===== config.mk =====
export PLATFORM = sky130hd
export DESIGN_NAME = weight_sequencer
export DESIGN_NICKNAME = d
export VERILOG_FILES = /design/src/rtl/weight_sequencer.sv
export SDC_FILE = /design/constraint.sdc
export NUM_CORES = 1
export LEC_CHECK = 0
export BUFFER_PORTS_ARGS = -buffer_cell sky130_fd_sc_hd__buf_2
export CAP_MARGIN = 20
export CELL_PAD_IN_SITES_DETAIL_PLACEMENT = 1
export CELL_PAD_IN_SITES_GLOBAL_PLACEMENT = 2
export CORE_ASPECT_RATIO = 0.7
export CORE_UTILIZATION = 37
export CTS_CLUSTER_DIAMETER = 40
export DETAILED_ROUTE_END_ITERATION = 8
export PLACE_DENSITY_LB_ADDON = 0.1
export SLEW_MARGIN = 5
export SYNTH_ARGS = -nofsm -noshare
export SYNTH_HDL_FRONTEND = slang
export SYNTH_SLANG_ARGS = --single-unit
export TNS_END_PERCENT = 100

===== constraint.sdc =====
create_clock -name clk -period 2.23 [get_ports clk]
set_input_delay 0.1115 -clock clk [delete_from_list [all_inputs] [get_ports clk]]
set_output_delay 0.1115 -clock clk [all_outputs]
set_load 0.005 [all_outputs]

===== src/rtl/weight_sequencer.sv =====
// Streams one layer of signed weights from a registered weight ROM to a MAC datapath using a valid/ready handshake.
// Optional build macro WSEQ_BIAS_EN appends one bias word, read from the next ROM address, to every neuron.
module weight_sequencer #(
    parameter int N = 8,
    parameter int Q = 7
) (
    input  logic                clk,
    input  logic                rst,
    input  logic                start,
    input  logic [7:0]          base_addr,
    input  logic [7:0]          num_inputs,
    input  logic [7:0]          num_neurons,
    output logic [7:0]          rom_addr,
    input  logic signed [N-1:0] rom_data,
    output logic signed [N-1:0] w_data,
    output logic                w_valid,
    input  logic                w_ready,
    output logic                w_last_neuron,
    output logic                w_last_layer,
    output logic [7:0]          neuron_idx,
    output logic                busy,
    output logic                done
);

    localparam logic [1:0] IDLE   = 2'd0;
    localparam logic [1:0] PRIME  = 2'd1;
    localparam logic [1:0] STREAM = 2'd2;
    localparam logic [1:0] DRAIN  = 2'd3;

`ifdef WSEQ_BIAS_EN
    localparam logic [8:0] BIAS_WORDS = 9'd1;
`else
    localparam logic [8:0] BIAS_WORDS = 9'd0;
`endif

    // Q only documents the fixed-point format of the data passing through.
    if (Q >= N) begin : g_q_range
        $error("weight_sequencer: Q must be smaller than N");
    end

    logic [1:0]          state_q, state_d;
    logic [7:0]          rom_addr_q, rom_addr_d;
    logic signed [N-1:0] w_data_q, w_data_d;
    logic                w_valid_q, w_valid_d;
    logic                last_neuron_q, last_neuron_d;
    logic                last_layer_q, last_layer_d;
    logic [7:0]          neuron_idx_q, neuron_idx_d;
    logic                busy_q, busy_d;
    logic                done_q, done_d;
    logic [8:0]          wpn_q, wpn_d;
    logic [8:0]          in_idx_q, in_idx_d;
    logic [15:0]         rem_q, rem_d;

    logic                fire_s;
    logic [8:0]          wpn_s;
    logic [15:0]         total_s;
    logic [8:0]          nxt_in_idx_s;

    assign fire_s       = w_valid_q & w_ready;
    assign wpn_s        = {1'b0, num_inputs} + BIAS_WORDS;
    assign total_s      = {7'd0, wpn_s} * {8'd0, num_neurons};
    assign nxt_in_idx_s = last_neuron_q ? 9'd0 : (in_idx_q + 9'd1);

    // Next-state logic; rem_q counts words still to come after the one on w_data.
    always_comb begin
        state_d       = state_q;
        rom_addr_d    = rom_addr_q;
        w_data_d      = w_data_q;
        w_valid_d     = w_valid_q;
        last_neuron_d = last_neuron_q;
        last_layer_d  = last_layer_q;
        neuron_idx_d  = neuron_idx_q;
        wpn_d         = wpn_q;
        in_idx_d      = in_idx_q;
        rem_d         = rem_q;
        done_d        = 1'b0;
        case (state_q)
            IDLE: begin
                if (start) begin
                    if ((num_inputs != 8'd0) && (num_neurons != 8'd0)) begin
                        rom_addr_d = base_addr;
                        wpn_d      = wpn_s;
                        rem_d      = total_s - 16'd1;
                        state_d    = PRIME;
                    end else begin
                        done_d = 1'b1;
                    end
                end else begin
                    state_d = IDLE;
                end
            end
            PRIME: begin
                w_data_d      = rom_data;
                w_valid_d     = 1'b1;
                rom_addr_d    = rom_addr_q + 8'd1;
                in_idx_d      = 9'd0;
                neuron_idx_d  = 8'd0;
                last_neuron_d = (wpn_q == 9'd1);
                last_layer_d  = (rem_q == 16'd0);
                state_d       = STREAM;
            end
            STREAM: begin
                if (fire_s) begin
                    if (last_layer_q) begin
                        w_valid_d     = 1'b0;
                        last_neuron_d = 1'b0;
                        last_layer_d  = 1'b0;
                        done_d        = 1'b1;
                        state_d       = DRAIN;
                    end else begin
                        w_data_d      = rom_data;
                        rom_addr_d    = rom_addr_q + 8'd1;
                        in_idx_d      = nxt_in_idx_s;
                        neuron_idx_d  = neuron_idx_q + {7'd0, last_neuron_q};
                        last_neuron_d = (nxt_in_idx_s == (wpn_q - 9'd1));
                        rem_d         = rem_q - 16'd1;
                        last_layer_d  = (rem_q == 16'd1);
                    end
                end else begin
                    state_d = STREAM;
                end
            end
            DRAIN: begin
                state_d = IDLE;
            end
            default: begin
                state_d = IDLE;
            end
        endcase
        busy_d = (state_d != IDLE);
    end

    // State and output registers.
    always_ff @(posedge clk or posedge rst) begin
        if (rst) begin
            state_q       <= IDLE;
            rom_addr_q    <= 8'd0;
            w_data_q      <= '0;
            w_valid_q     <= 1'b0;
            last_neuron_q <= 1'b0;
            last_layer_q  <= 1'b0;
            neuron_idx_q  <= 8'd0;
            busy_q        <= 1'b0;
            done_q        <= 1'b0;
            wpn_q         <= 9'd0;
            in_idx_q      <= 9'd0;
            rem_q         <= 16'd0;
        end else begin
            state_q       <= state_d;
            rom_addr_q    <= rom_addr_d;
            w_data_q      <= w_data_d;
            w_valid_q     <= w_valid_d;
            last_neuron_q <= last_neuron_d;
            last_layer_q  <= last_layer_d;
            neuron_idx_q  <= neuron_idx_d;
            busy_q        <= busy_d;
            done_q        <= done_d;
            wpn_q         <= wpn_d;
            in_idx_q      <= in_idx_d;
            rem_q         <= rem_d;
        end
    end

    assign rom_addr      = rom_addr_q;
    assign w_data        = w_data_q;
    assign w_valid       = w_valid_q;
    assign w_last_neuron = last_neuron_q;
    assign w_last_layer  = last_layer_q;
    assign neuron_idx    = neuron_idx_q;
    assign busy          = busy_q;
    assign done          = done_q;

endmodule


# Word level (Yosys, flattened, before mapping)
# Cells that the tools add are included.
classes:
  mul: 1
  reduce_logical: 15
  n_bitwise: 1
  eq_ne: 11
  muxes: 39
  add_sub_neg: 6
ops:
  columns: ["operator", "count"]
  rows:
  - ["$mux W16", 4]
  - ["$mux W8", 8]
  - ["$pmux W16 S2", 1]
  - ["$pmux W8 S2", 2]
  - ["$sub A16 B1 Y16 const B", 2]
  - ["$mux W9", 3]
  - ["$pmux W8 S3", 1]
  - ["$pmux W9 S2", 1]
  - ["$eq A16 B1 Y1 const B", 1]
  - ["$logic_not A16 Y1", 1]
  - ["$mul A8 B8 Y16", 1]
  - ["$reduce_bool A8 Y1", 2]
  - ["$mux W1", 10]
  - ["$ne A2 B2 Y1 const B", 5]
  - ["$reduce_and A5 Y1", 2]
  - ["$add A9 B1 Y9 const B", 1]
  - ["$eq A9 B9 Y1", 1]
  - ["$reduce_and A3 Y1", 3]
  - ["$sub A8 B1 Y9 const B", 1]
  - ["$add A8 B1 Y8", 1]
  - ["$add A8 B1 Y8 const B", 1]
  - ["$eq A8 B1 Y1 const B", 1]
  - ["$mux W2", 4]
  - ["$pmux W1 S2", 4]
  - ["other kinds (9)", 12]
totals:
  register_bits: 64
  wordCells: 85
  in_bits: 36
  out_inout_bits: 29

# Longest topological paths before layout
depth:
  word_depth: 6
  ltp_mapped: 17
  mapped_depth_nobuf: 16

# Worst setup path after synthesis
# Ideal clock, no wire load.
synth_timing:
  path_kind: "input port to flip-flop"
  from: "in num_inputs[4]"
  to: "reg rem_q[12]"
  n_path_buf: 1
  setup_ns: 0.130
  path_slack_ns: -1.985
  t_arrival_ns: 4.084
  required_ns: 2.100
  cell_stages: 17
  cell_sequence: "buf_2 > nand2_1 > fa_1 > inv_1 > fa_1 > fa_1 > inv_1 > fa_1 > inv_1 > ha_1 > a21oi_1 > nor2b_1 > a311o_1 > a31oi_1 > nor2_1 > a2111oi_2 > o31ai_1"
synth_via:
  elab_chain_len: 5
  elab_cells_between_ends: 9
  cone_classes: "add/sub (1); mul (1); eq/ne (1); mux (3); reduce/logical (3)"
synth_lines:
  columns: ["element", "line", "text"]
  rows:
  - ["start: declaration", "11", "input logic [7:0] num_inputs,"]
  - ["$mul A8 B8 Y16", "61", "assign total_s = {7'd0, wpn_s} * {8'd0, num_neurons};"]
  - ["$sub A16 B1 Y16", "83", "rem_d = total_s - 16'd1;"]
  - ["$mux W16", "80", "if ((num_inputs != 8'd0) && (num_neurons != 8'd0)) begin"]
  - ["$mux W16", "79", "if (start) begin"]
  - ["$pmux W16 S2", "77", "case (state_q)"]
  - ["end signal: assignment", "160", "rem_q <= rem_d;"]
  - ["end: declaration", "52", "logic [15:0] rem_q, rem_d;"]
# Several ways; a longest one is shown, not always the timed one. The select of a mux whose other input is x is not followed.
# A chain may end at the register's enable or synchronous reset.

# Final worst setup path
layout_timing:
  from: "in num_neurons[5]"
  to: "reg rem_q[15]"
layout_via:
  elab_chain_len: 5
  elab_cells_between_ends: 9
  cone_classes: "add/sub (1); mul (1); eq/ne (1); mux (3); reduce/logical (3)"
layout_lines:
  columns: ["element", "line", "text"]
  rows:
  - ["start: declaration", "12", "input logic [7:0] num_neurons,"]
  - ["$mul A8 B8 Y16", "61", null]
  - ["$sub A16 B1 Y16", "83", null]
  - ["$mux W16", "80", null]
  - ["$mux W16", "79", null]
  - ["$pmux W16 S2", "77", null]
# Several ways; a longest one is shown, not always the timed one. The select of a mux whose other input is x is not followed.

==> metrics.yaml <==
logic_synthesis:
  syn_area_per_cell_um2: 8.71
  netlist_top_cells_area: "dfrtp_1, fa_1, ha_1"
  yosysWarnings: 0
  synth_cell_type_count: 62
  syn-cell-area_mm2: 0.00617
  synthCells: 708
  yosysTopAreaCellShare: 0.260
  async_flop_share: 1.00
  syn_nets: 836
  ys.flop_type: "dfrtp_1"
  synth_area_leader_cell: "dfrtp_1"
  ys_ff_latch: 64
  synth_edf_count: 0
  seq_area_frac_synth: 0.260
critical_path:
  worst-path-buf-inv: 3
  r2r_cells: 6
  crit_path_end_kind: "flop"
  cpMostUsedCell: "fa_1"
  critPathLaunchType: "input pin"
  path_cells: "buf_12 > and2_4 > fa_2 > fa_1 > fa_1 > inv_2 > fa_1 > inv_2 > ha_4 > and2_4 > or2_4 > a21oi_4 > o21ai_2 > o221ai_2 > xnor2_2 > o211ai_1"
  slowest_delay_ps: 590
  crit_arrival_ps: 3860
  critPathKind: "in2reg"
  worst_path_max_delay_cell: "fa_2"
  crit_fanout: 6
  crit_required_ps: 2440
  reg2reg_from: "rem_q[0]"
  r2r_slack_ps: 80
  timing.rr.end: "rem_q[13]"
  critical-path-top-delay-family: "adder cells"
placed_design:
  place_hpwl_um: 14900
  dp_cells: 1047
  gp_congestion: 0.841
  portBuffers: 64
  place_ws_ps: -2070
  placed_area_mm2: 0.00744
cts:
  numCtsBuffers: 9
  cts.reportedPaths.clkPinSlew_ps: 60
  tritoncts: "built"
  clockBufferDepth: 2
  clock-sinks: 64
  clock-root-buffer: "clkbuf_16"
  clock_latency_ps: 330
  htree_num_levels: 3
die:
  die_y_um: 110
  io_pins: 65
  die_area_mm2: 0.0172
  die_w_um: 156
  core_area_mm2: 0.0163
  initial_core_util: 0.379
  num_rows: 39
global_route:
  grt_max_degree: 39
  grt_pass1_wl_um: 30300
  track_usage: 0.226
  grt_pass1_vias: 5866
  overflow: 0
  antenna_found_initial: 0
sta:
  tightest_slew_ps: 689
  fin_setup_tns_ps: -14240
  clock.fmax_mhz: 274
  rsz0062_at_grt: "true"
  maxSlewHeadroom: 0.541
  hold_viol: 0
  setup-violations-final: 13
  drv_slew: 0
  layout_setup_ws_ps: -1420
  period_share: 1.64
  period_minus_slack_ps: 3650
  fin_skew_ps: 7.35
power_and_ir_drop:
  p_leak_nw: 3.94
  power.density_mw_per_mm2: 1320
  peakVddDrop_uv: 485
cells_and_area:
  fillers: 1945
  instances_no_fill: 1076
  layout.cells.most_common: "buf_4"
  final_net_count: 974
  diodes: 0
  final_cell_mix: "buf_4, inv_1, nand2_1"
  drive_gt1_frac: 0.336
  postLayoutCoreUtil: 0.510
  seqCellArea_mm2: 0.00160
  multi_input_area_mm2: 0.00452
  final_cell_area_mm2: 0.00830
  area_delta_synth_final_pct: 34.6
job:
  drv_cap: 0
run_status:
  status: "finished with violations"
  violations: "setup timing"
routing:
  antenna_left: 0
  wl_per_cell_um: 17.5
  vias_per_cell: 5.13
  wl_um: 18800
  drtIter0Drc: 225
  vias: 5523
  dr.pass1.iters: 6
  route.detailed.drc: 0
min_path:
  hold_class: "in2reg"
  hold_path.startpoint: "rom_data[6]"
  worstHoldPathCells: 2
  holdPathEnd: "w_data[6]"
cells by family after synthesis:
kind of cell    count (synthesis)  share of synthesized area
compound gates                127                      0.134
xor+xnor                       36                     0.0511
fa+ha+maj                      92                      0.236
buf+inv                       122                     0.0779
flops                          64                      0.260
mux                            22                     0.0389
simple gates                  245                      0.202
Yosys cell counts, types with 5 or more instances:
master	n
and2_1	32
o31ai_1	9
nand4_1	8
clkbuf_1	15
dfrtp_1	64
nand2_1	86
mux2i_1	6
o22ai_1	6
or3_1	8
and3_1	6
o21ai_0	34
or2_2	5
buf_2	18
xor2_1	18
nor2_1	28
nand2b_1	8
xnor2_1	18
ha_1	51
nor3_1	10
fa_1	41
a21oi_1	29
inv_1	89
mux2_2	16
a22o_1	6
nand3_1	28
nor4_1	8
power by group:
part	switching, W	total (W)	internal (W)
combinational	0.00375	0.00742	0.00367
sequential	0.000408	0.00200	0.00159
clock	0.000589	0.00158	0.000991
repair_timing:
action                                 4_1_cts  5_1_grt
pin swaps                                   54       38
setup endpoints to repair                   13       28
endpoints found under the hold margin       66        0
buffers inserted                             9        4
hold buffers                                 3        0
resized for setup                           82       28
per-stage QoR:
stage	hold slack (ps)	power, W
4_1_cts	3.36	0.0107
2_1_floorplan	263	0.00613
3_5_place_dp	208	0.00837
3_3_place_gp	194	0.00806
6_report	12.1	0.0110
5_1_grt	10.6	0.0119
state kept, by name, indices dropped and copies added, names as in the netlist:
| signal | flops |
|---|---|
| w_data | 8 |
| busy | 1 |
| rom_addr | 8 |
| done | 1 |
| rem_q | 16 |
| in_idx_q | 9 |
| w_last_layer | 1 |
| wpn_q | 8 |
| neuron_idx | 8 |
| w_last_neuron | 1 |
| state_q | 2 |
| w_valid | 1 |
metal layers:
metal / track usage / vias to the layer above / wire [um]
met2: 0.367 / 76 / 8450
met1: 0.326 / 2764 / 9740
met5: 0 / - / 0
met3: 0.0313 / 18 / 421
li1: - / 2665 / -
met4: 0.0336 / 0 / 204
area by class of cell:
type,instances,share of cell area
multi-input cells,522,0.544
flip-flops and latches,64,0.193
repair buffers,160,0.150
inverters,89,0.0402
well taps,225,0.0339
clock buffers,9,0.0271
clock inverters,7,0.0121
worst max path at each step:
stage                     slack (ps)  cells after the start         to      startpoint
after global placement         -1920                     18  rem_q[15]  num_neurons[3]
after detailed placement       -2070                     18  rem_q[15]  num_neurons[3]
after CTS                      -1430                     18  rem_q[15]   num_inputs[5]
final                          -1420                     16  rem_q[15]  num_neurons[5]
after floorplan                -1540                     16  rem_q[10]  num_neurons[2]
after global routing           -1560                     18  rem_q[13]  num_neurons[1]
(Power assumes the default switching activity.)
